$ cat src/rtl/multicycle_ctr_pkg.sv
// rtl/multicycle_ctr_pkg.sv - opcodes, state encodings, control codes and control vector for the multi-cycle controller
package multicycle_ctr_pkg;

    // Instruction opcodes (IR[31:26])
    localparam logic [5:0] OP_RTYPE = 6'b000000;
    localparam logic [5:0] OP_LW    = 6'b100011;
    localparam logic [5:0] OP_SW    = 6'b101011;
    localparam logic [5:0] OP_BEQ   = 6'b000100;
    localparam logic [5:0] OP_J     = 6'b000010;
    localparam logic [5:0] OP_ADDI  = 6'b001000;

    // ALU operation select
    localparam logic [1:0] ALUOP_ADD   = 2'b00;
    localparam logic [1:0] ALUOP_SUB   = 2'b01;
    localparam logic [1:0] ALUOP_FUNCT = 2'b10;

    // ALU B operand select
    localparam logic [1:0] SRCB_RT     = 2'b00;
    localparam logic [1:0] SRCB_FOUR   = 2'b01;
    localparam logic [1:0] SRCB_IMM    = 2'b10;
    localparam logic [1:0] SRCB_BRADDR = 2'b11;

    // PC source select
    localparam logic [1:0] PCSRC_ALU    = 2'b00;
    localparam logic [1:0] PCSRC_ALUOUT = 2'b01;
    localparam logic [1:0] PCSRC_JUMP   = 2'b10;

    typedef enum logic [3:0] {
        S_IDLE   = 4'd0,
        S_FETCH  = 4'd1,
        S_DECODE = 4'd2,
        S_MEMADR = 4'd3,
        S_MEMRD  = 4'd4,
        S_MEMWB  = 4'd5,
        S_MEMWR  = 4'd6,
        S_EXEC   = 4'd7,
        S_RWB    = 4'd8,
        S_ADDIWB = 4'd9,
        S_BRANCH = 4'd10,
        S_JUMP   = 4'd11
    } state_e;

    typedef struct packed {
        logic       pc_write;
        logic       pc_write_cond;
        logic       ior_d;
        logic       mem_read;
        logic       mem_write;
        logic       ir_write;
        logic       mem_to_reg;
        logic       reg_dst;
        logic       reg_write;
        logic       alu_src_a;
        logic [1:0] alu_src_b;
        logic [1:0] alu_op;
        logic [1:0] pc_source;
        logic       inst_retired;
    } ctrl_t;

    // States that stall on the memory handshake and run the wait counter
    function automatic logic is_wait_state(input state_e s);
        return (s == S_FETCH) || (s == S_MEMRD) || (s == S_MEMWR);
    endfunction

endpackage

$ cat src/rtl/multicycle_ctr_outdec.sv
// rtl/multicycle_ctr_outdec.sv - combinational state to ungated control vector decode
module multicycle_ctr_outdec
    import multicycle_ctr_pkg::*;
(
    input  state_e state_i,
    output ctrl_t  ctrl_o
);

    // Moore decode; FETCH write enables and MEMWR retire are qualified by memReady in the top
    always_comb begin
        ctrl_o = '0;
        case (state_i)
            S_FETCH: begin
                ctrl_o.mem_read  = 1'b1;
                ctrl_o.alu_src_b = SRCB_FOUR;
                ctrl_o.ir_write  = 1'b1;
                ctrl_o.pc_write  = 1'b1;
            end
            S_DECODE: begin
                ctrl_o.alu_src_b = SRCB_BRADDR;
            end
            S_MEMADR: begin
                ctrl_o.alu_src_a = 1'b1;
                ctrl_o.alu_src_b = SRCB_IMM;
            end
            S_MEMRD: begin
                ctrl_o.mem_read = 1'b1;
                ctrl_o.ior_d    = 1'b1;
            end
            S_MEMWB: begin
                ctrl_o.reg_write    = 1'b1;
                ctrl_o.mem_to_reg   = 1'b1;
                ctrl_o.inst_retired = 1'b1;
            end
            S_MEMWR: begin
                ctrl_o.mem_write    = 1'b1;
                ctrl_o.ior_d        = 1'b1;
                ctrl_o.inst_retired = 1'b1;
            end
            S_EXEC: begin
                ctrl_o.alu_src_a = 1'b1;
                ctrl_o.alu_op    = ALUOP_FUNCT;
            end
            S_RWB: begin
                ctrl_o.reg_write    = 1'b1;
                ctrl_o.reg_dst      = 1'b1;
                ctrl_o.inst_retired = 1'b1;
            end
            S_ADDIWB: begin
                ctrl_o.reg_write    = 1'b1;
                ctrl_o.inst_retired = 1'b1;
            end
            S_BRANCH: begin
                ctrl_o.alu_src_a     = 1'b1;
                ctrl_o.alu_op        = ALUOP_SUB;
                ctrl_o.pc_write_cond = 1'b1;
                ctrl_o.pc_source     = PCSRC_ALUOUT;
                ctrl_o.inst_retired  = 1'b1;
            end
            S_JUMP: begin
                ctrl_o.pc_write     = 1'b1;
                ctrl_o.pc_source    = PCSRC_JUMP;
                ctrl_o.inst_retired = 1'b1;
            end
            default: ctrl_o = '0;
        endcase
    end

endmodule

$ cat src/rtl/multicycle_ctr.sv
// rtl/multicycle_ctr.sv - multi-cycle MIPS control FSM with memory wait and timeout abort
module multicycle_ctr
    import multicycle_ctr_pkg::*;
#(
    parameter int TIMEOUT = 16,
    parameter int CNT_W   = 5
) (
    input  logic       clk,
    input  logic       rst_n,
    input  logic [5:0] opCode,
    input  logic       zero,
    input  logic       memReady,
    output logic       pcWrite,
    output logic       pcWriteCond,
    output logic       iorD,
    output logic       memRead,
    output logic       memWrite,
    output logic       irWrite,
    output logic       memToReg,
    output logic       regDst,
    output logic       regWrite,
    output logic       aluSrcA,
    output logic [1:0] aluSrcB,
    output logic [1:0] aluOp,
    output logic [1:0] pcSource,
    output logic       instRetired,
    output logic       illegalOp,
    output logic       memTimeout,
    output logic [3:0] state
);

    localparam logic [CNT_W-1:0] CNT_LAST = CNT_W'(TIMEOUT - 1);
    localparam logic [CNT_W-1:0] CNT_MAX  = {CNT_W{1'b1}};

    state_e           state_q, state_d;
    logic [CNT_W-1:0] cnt_q, cnt_d;
    logic             timeout_hit;
    logic             illegal;
    ctrl_t            base_ctrl;
    ctrl_t            ctrl;

    // zero is consumed by the datapath through pcWriteCond, not by the sequencer
    logic unused_zero;
    assign unused_zero = zero;

    multicycle_ctr_outdec u_outdec (
        .state_i (state_q),
        .ctrl_o  (base_ctrl)
    );

    // A wait aborts on its last allowed cycle unless memory completes in that same cycle
    assign timeout_hit = (TIMEOUT != 0) && is_wait_state(state_q) && !memReady && (cnt_q == CNT_LAST);

    // State and wait counter registers
    always_ff @(posedge clk) begin
        if (!rst_n) begin
            state_q <= S_IDLE;
            cnt_q   <= '0;
        end else begin
            state_q <= state_d;
            cnt_q   <= cnt_d;
        end
    end

    // Next-state sequencing per opcode, plus illegal-opcode flag in DECODE
    always_comb begin
        state_d = state_q;
        illegal = 1'b0;
        case (state_q)
            S_IDLE:   state_d = S_FETCH;
            S_FETCH: begin
                if (memReady)         state_d = S_DECODE;
                else if (timeout_hit) state_d = S_FETCH;
            end
            S_DECODE: begin
                case (opCode)
                    OP_RTYPE:                state_d = S_EXEC;
                    OP_LW, OP_SW, OP_ADDI:   state_d = S_MEMADR;
                    OP_BEQ:                  state_d = S_BRANCH;
                    OP_J:                    state_d = S_JUMP;
                    default: begin
                        illegal = 1'b1;
                        state_d = S_FETCH;
                    end
                endcase
            end
            S_MEMADR: begin
                case (opCode)
                    OP_LW:   state_d = S_MEMRD;
                    OP_SW:   state_d = S_MEMWR;
                    OP_ADDI: state_d = S_ADDIWB;
                    default: state_d = S_FETCH;
                endcase
            end
            S_MEMRD: begin
                if (memReady)         state_d = S_MEMWB;
                else if (timeout_hit) state_d = S_FETCH;
            end
            S_MEMWR: begin
                if (memReady || timeout_hit) state_d = S_FETCH;
            end
            S_EXEC:   state_d = S_RWB;
            S_MEMWB, S_RWB, S_ADDIWB, S_BRANCH, S_JUMP: state_d = S_FETCH;
            default:  state_d = S_IDLE;
        endcase
    end

    // Counter restarts on every state entry (including timeout re-entry of FETCH) and saturates
    always_comb begin
        cnt_d = cnt_q;
        if (timeout_hit || (state_d != state_q)) begin
            cnt_d = '0;
        end else if (is_wait_state(state_q) && !memReady && (cnt_q != CNT_MAX)) begin
            cnt_d = cnt_q + CNT_W'(1);
        end
    end

    // Handshake qualification of the Moore control vector
    always_comb begin
        ctrl = base_ctrl;
        if (state_q == S_FETCH) begin
            ctrl.ir_write = base_ctrl.ir_write & memReady;
            ctrl.pc_write = base_ctrl.pc_write & memReady;
        end
        if (state_q == S_MEMWR) begin
            ctrl.inst_retired = base_ctrl.inst_retired & memReady;
        end
    end

    assign pcWrite     = ctrl.pc_write;
    assign pcWriteCond = ctrl.pc_write_cond;
    assign iorD        = ctrl.ior_d;
    assign memRead     = ctrl.mem_read;
    assign memWrite    = ctrl.mem_write;
    assign irWrite     = ctrl.ir_write;
    assign memToReg    = ctrl.mem_to_reg;
    assign regDst      = ctrl.reg_dst;
    assign regWrite    = ctrl.reg_write;
    assign aluSrcA     = ctrl.alu_src_a;
    assign aluSrcB     = ctrl.alu_src_b;
    assign aluOp       = ctrl.alu_op;
    assign pcSource    = ctrl.pc_source;
    assign instRetired = ctrl.inst_retired;
    assign illegalOp   = illegal;
    assign memTimeout  = timeout_hit;
    assign state       = state_q;

endmodule

$ cat config.mk
export PLATFORM = sky130hd
export DESIGN_NAME = multicycle_ctr
export DESIGN_NICKNAME = d
export VERILOG_FILES = /design/src/rtl/multicycle_ctr_pkg.sv /design/src/rtl/multicycle_ctr_outdec.sv /design/src/rtl/multicycle_ctr.sv
export SDC_FILE = /design/constraint.sdc
export NUM_CORES = 1
export LEC_CHECK = 0
export BUFFER_PORTS_ARGS = -buffer_cell sky130_fd_sc_hd__buf_2
export CAP_MARGIN = 20
export CORE_ASPECT_RATIO = 1.1
export CORE_MARGIN = 5
export CORE_UTILIZATION = 39
export CTS_CLUSTER_DIAMETER = 100
export DETAILED_ROUTE_END_ITERATION = 6
export MAX_ROUTING_LAYER = met4
export PLACE_DENSITY = 0.71
export SYNTH_ARGS = -nofsm -noshare
export SYNTH_HDL_FRONTEND = slang
export SYNTH_SLANG_ARGS = --single-unit
$ cat constraint.sdc
create_clock -name clk -period 2.5 [get_ports clk]
set_clock_uncertainty 0.15 [all_clocks]
set_input_delay 0.125 -clock clk [delete_from_list [all_inputs] [get_ports clk]]
set_output_delay 0.125 -clock clk [all_outputs]
set_load 0.02 [all_outputs]
# Word level (Yosys, flattened, before mapping)
# Index checks and enable logic that the tools add are counted.
# classes
addsub	1
eq_ne	19
n_mux	26
n_bitwise	4
n_reduce_logical	20
# op_table
op	n
4-bit one-hot mux with 7 select lines	1
6-bit OR reduction	3
4-bit by 3-bit == test with 1-bit output, second input constant	4
4-bit == test, second input constant	4
1-bit 2-to-1 mux	16
4-bit 2-to-1 mux	4
4-bit one-hot mux with 4 select lines	1
6-bit == test, second input constant	2
4-bit one-hot mux with 3 select lines	1
3-bit OR reduction	3
4-bit by 2-bit == test with 1-bit output, second input constant	2
2-bit one-hot mux with 2 select lines	2
2-bit OR reduction	4
6-bit by 2-bit == test with 1-bit output, second input constant	1
6-bit by 3-bit == test with 1-bit output, second input constant	1
6-bit by 4-bit == test with 1-bit output, second input constant	1
6-bit zero test	1
2-bit one-hot mux with 3 select lines	1
5-bit by 1-bit adder with 5-bit output, second input constant	1
5-bit by 4-bit == test with 1-bit output, second input constant	1
5-bit != test, second input constant	1
4-bit by 1-bit == test with 1-bit output, second input constant	1
4-bit zero test	1
1-bit logical OR	4
5 further kinds	9
# totals
register_bits	9
in_bits	10
output_inout_bits	23
elab_cells	72

# Depth between registers and ports, before layout
# logic_depth
ltp_word	11
depth_mapped	8
depth_no_buf	8

# By module
# Synthesis repeated with hierarchy kept, for this count alone.
# unflattened
cells_unflattened	121
area_unflattened_um2	987.2
# modules_own_cells
mod	instances	cells_each	area_each_um2	seq_area_each_um2
multicycle_ctr	1	89	728.2	180.2
multicycle_ctr_outdec	1	32	259.0	0.0

# Worst setup path after synthesis
# No wires, ideal clock.
# synth_path
path_kind	flip-flop to flip-flop
startpoint	register state_q[1] (netlist: state[1])
endpoint	register cnt_q[0]
setup_ns	0.092
t_arrival_ns	1.973
t_required_ns	2.258
setup_slack_ns	0.285
path_stages_with_launch	7
n_path_buf	1
synth_period_minus_slack_ns	2.215
path_cell_list	dfxtp_1 -> buf_6 -> inv_1 -> nor3_1 -> a221oi_1 -> o21bai_1 -> nor4_1
# synth_between
elab_chain_len	11
word_cells_on_any_way	27
classes_between	12 x eq/ne; 5 x mux; 10 x reduce/logical
# synth_rtl
item	line_no	rtl
start, declared	multicycle_ctr.sv:35	state_e state_q, state_d;
start signal, assigned	multicycle_ctr.sv:60	state_q <= state_d;
4-bit by 1-bit == test with 1-bit output or 4-bit by 3-bit == test with 1-bit output (tied branches)	multicycle_ctr_pkg.sv:62, multicycle_ctr.sv:69	
1-bit logical OR (2 in a row)	multicycle_ctr_pkg.sv:62	return (s == S_FETCH) || (s == S_MEMRD) || (s == S_MEMWR);
1-bit logical AND	multicycle_ctr.sv:52, multicycle_ctr.sv:113	
1-bit logical AND	multicycle_ctr.sv:52	assign timeout_hit = (TIMEOUT != 0) && is_wait_state(state_q) && !memReady && (cnt_q == CNT_LAST);
4-bit 2-to-1 mux or 1-bit logical OR (tied branches)	multicycle_ctr.sv:73, multicycle_ctr.sv:97, multicycle_ctr.sv:100	
4-bit 2-to-1 mux, on equally long branches	multicycle_ctr.sv:96, multicycle_ctr.sv:72, multicycle_ctr.sv:100	
4-bit one-hot mux with 7 select lines	multicycle_ctr.sv:69	case (state_q)
4-bit != test	multicycle_ctr.sv:111	if (timeout_hit || (state_d != state_q)) begin
1-bit logical OR	multicycle_ctr.sv:111	
2-bit OR reduction (no source line)	--	
end signal, assigned	multicycle_ctr.sv:61	cnt_q <= cnt_d;
end, declared	multicycle_ctr.sv:36	logic [CNT_W-1:0] cnt_q, cnt_d;
# Parallel ways exist; a longest one is shown, timed or not.
# A chain may end at the register's enable or synchronous reset.

# Worst setup path after layout
# layout_path
startpoint	register cnt_q[0]
endpoint	register cnt_q[1]
# layout_between
elab_chain_len	8
word_cells_on_any_way	14
classes_between	1 x add/sub; 3 x eq/ne; 5 x mux; 5 x reduce/logical
# layout_rtl
item	line_no
5-bit by 4-bit == test with 1-bit output	multicycle_ctr.sv:52
1-bit logical AND	multicycle_ctr.sv:52
4-bit 2-to-1 mux or 1-bit logical OR (tied branches)	multicycle_ctr.sv:73, multicycle_ctr.sv:97, multicycle_ctr.sv:100
4-bit 2-to-1 mux, on equally long branches	multicycle_ctr.sv:96, multicycle_ctr.sv:72, multicycle_ctr.sv:100
4-bit one-hot mux with 7 select lines	multicycle_ctr.sv:69
4-bit != test	multicycle_ctr.sv:111
1-bit logical OR	multicycle_ctr.sv:111
2-bit OR reduction (no source line)	--
# Parallel ways exist; a longest one is shown, timed or not.

==> flow_metrics.env <==
export IMPL_status="finished clean"
export IMPL_dp_hpwl_mm=1.90
export IMPL_grt_start_max_net_pins=18
export IMPL_core_area_sq_um=2250
export IMPL_dieArea_sq_um=3430
export IMPL_synth_cell_types=48
export IMPL_die_height_um=60.9
export IMPL_drc_errors=0
export IMPL_synth_edf_count=0
export IMPL_worst_slew_pin_slew_ns=0.583
export IMPL_finalPower_uw=376
export IMPL_fin_area_sq_um=1120
export IMPL_cap_violations=0
export IMPL_utilization_pct=49.7
export IMPL_register_area_sq_um=180
export IMPL_antenna_cells=0
export IMPL_min_period_ns=2.41
export IMPL_routed_via_density=5.58
export IMPL_netlist_area_sq_um=920
export IMPL_holdCritStartpoint="rst_n"
export IMPL_clk_pin_slew_ns=0.06
export IMPL_ios=33
export IMPL_clock_fmax_mhz=414
export IMPL_root_buffer="clkbuf_4"
export IMPL_grt_pass1_vias=946
export IMPL_globalplace_congestion=0.810
export IMPL_path_cells="ha_1 -> and3_1 -> ha_2 -> mux2_2 -> o21ai_0 -> nor4b_2 -> nand4_1 -> nor4_1"
export IMPL_die_w_um=56.3
export IMPL_cts_tree="yes"
export IMPL_hold_depth=3
export IMPL_antenna_left=0
export IMPL_p_leak_nw=0.507
export IMPL_yosys_most_used_dff="dfxtp_1"
export IMPL_cp_slowest_stage_delay_ns=0.36
export IMPL_hold_violations=0
export IMPL_min_path_type="input pin to flop"
export IMPL_io_buffers=31
export IMPL_arrival_ns=2.42
export IMPL_synthCells=122
export IMPL_ir_drop_mv=0.257
export IMPL_relSlewSlack_pct=60.1
export IMPL_seq_area_frac_synth_pct=19.6
export IMPL_rrSetupSlack_ns=0.09
export IMPL_drtPass1Iterations=4
export IMPL_rr_endpoint="cnt_q[1]"
export IMPL_nets=167
export IMPL_grt_pass1_wl_mm=4.15
export IMPL_clock_sinks=9
export IMPL_synth_seq_cells=9
export IMPL_syn_mean_instance_area_sq_um=7.54
export IMPL_hold_buffers=0
export IMPL_worstReg2RegStart="cnt_q[0]"
export IMPL_cts_path_max_buffers=2
export IMPL_yosysWarnings=0
export IMPL_drt_iter0_markers=26
export IMPL_fillers=235
export IMPL_crit_type="flop to flop"
export IMPL_antenna_found_initial=0
export IMPL_rows=18
export IMPL_holdWs_ns=0.0319
export IMPL_start_util_pct=40.8
export IMPL_fin_crit_sh_pct=96.6
export IMPL_multi_input_area_sq_um=668
export IMPL_whs_endpoint="state[2]"
export IMPL_power_density_nw_per_um2=336
export IMPL_syn_nets=135
export IMPL_grt_ovfl_total=0
export IMPL_drv_slew=0
export IMPL_reg2reg_depth=8
export IMPL_placed_area_sq_um=1070
export IMPL_rsz0062_at_grt="true"
export IMPL_num_vias=1022
export IMPL_cts_buffers=3
export IMPL_grtUsageTotal_pct=15.8
export IMPL_setup_tns_ns=0
export IMPL_critPathMaxFanout=5
export IMPL_critPathSlowestCell="nor4_1"
export IMPL_clkLatencyLatePin_ns=0.26
export IMPL_critPathLaunchType="flop"
export IMPL_htree_levels=1
export IMPL_cp_required_ns=2.51
export IMPL_routed_wl_mm=2.43
export IMPL_wl_per_cell_um=13.3
export IMPL_ys_async_sr_fraction_pct=0
export IMPL_final_cell_mix="31 x buf_2, 17 x nor2_1, 9 x dfxtp_1"
export IMPL_area_delta_synth_final_pct=21.8
export IMPL_setup_viol=0
export IMPL_endpoint_kind="flop"
export IMPL_drive_above_1_share_pct=32.0
export IMPL_layout_commonest_cell="buf_2"
## sequential cells by signal, indices dropped and copies added (netlist names)
| signal | flops |
|---|---|
| state | 4 |
| cnt_q | 5 |
## synth_stat cells, types with 3 or more instances
library cell  count  share of area, %
nor3_1            6               3.3
a21oi_1           7               3.8
buf_6             3               3.7
nand2_1           6               2.4
nand3_1           4               2.2
inv_1             8               3.3
dfxtp_1           9                20
nor4_1            5               3.4
ha_1              3               4.1
o21ai_0           3               1.6
xnor2_1           4               3.8
nor4b_1           3               2.9
nor2_1           17               6.9
## report_power, final
part / switching (mW) / leakage [nW] / internal, mW / total [mW]
Clock: 0.0527 / 0.0150 / 0.0616 / 0.114
Sequential: 0.00963 / 0.0730 / 0.147 / 0.156
Combinational: 0.0637 / 0.419 / 0.0420 / 0.106
## through the flow
stage | setup WS (ns) | instances
floorplan | 0.285 | 122
global placement | 0.210 | 178
detailed placement | 0.0506 | 178
CTS | 0.0349 | 182
global route | -0.0488 | 183
finish | 0.0856 | 183
## kinds of logic (layout without fill, tap and decap cells)
family	Yosys count	in the layout	synth area share [%]
fa+ha+maj	3	3	4.08
simple gates	60	60	38.2
xor+xnor	5	5	4.76
mux	3	3	3.40
buf+inv	15	46	9.39
compound gates	27	27	20.5
flops	9	9	19.6
## per-layer routing
layer	share of wire, %	track usage, %	wire length [um]	vias to the layer above
li1	-	-	-	512
met1	43	17.1	1050	465
met2	48	26.9	1170	41
met3	7.6	4.68	184	4
met4	1.1	7.80	27	0
met5	0	-	0	-
## worst max path at each step
stage               endpoint      from  cells past startpoint  slack [ns]
floorplan           cnt_q[0]  state[1]                      6        0.28
global placement    cnt_q[3]  cnt_q[0]                      8        0.21
detailed placement  cnt_q[3]  cnt_q[0]                      8        0.05
CTS                 cnt_q[3]  cnt_q[0]                      8        0.03
global route        cnt_q[1]  cnt_q[0]                      8       -0.05
finish              cnt_q[1]  cnt_q[0]                      8        0.09
## worst max-delay path, delay by kind of cell (launching register included)
| kind | cells | cell delay (ns) |
|---|---|---|
| AOI/OAI and AO/OA | 1 | 0.15 |
| DFF | 1 | 0.33 |
| muxes | 1 | 0.26 |
| and+or+nand+nor | 4 | 1.02 |
| adders and majority gates | 2 | 0.40 |
## final cells by class
class | instances | share of cell area (%)
multi-input cells | 98 | 59.7
flip-flops and latches | 9 | 16.1
repair buffers | 34 | 15.9
well taps | 30 | 3.35
inverters | 8 | 2.68
clock buffers | 4 | 2.35
## timing repair
item	in CTS	in global routing
endpoints found under the setup margin	0	4
setup buffers	0	1
resized for setup	0	3
No activity file was read; power rests on OpenSTA's default activity.
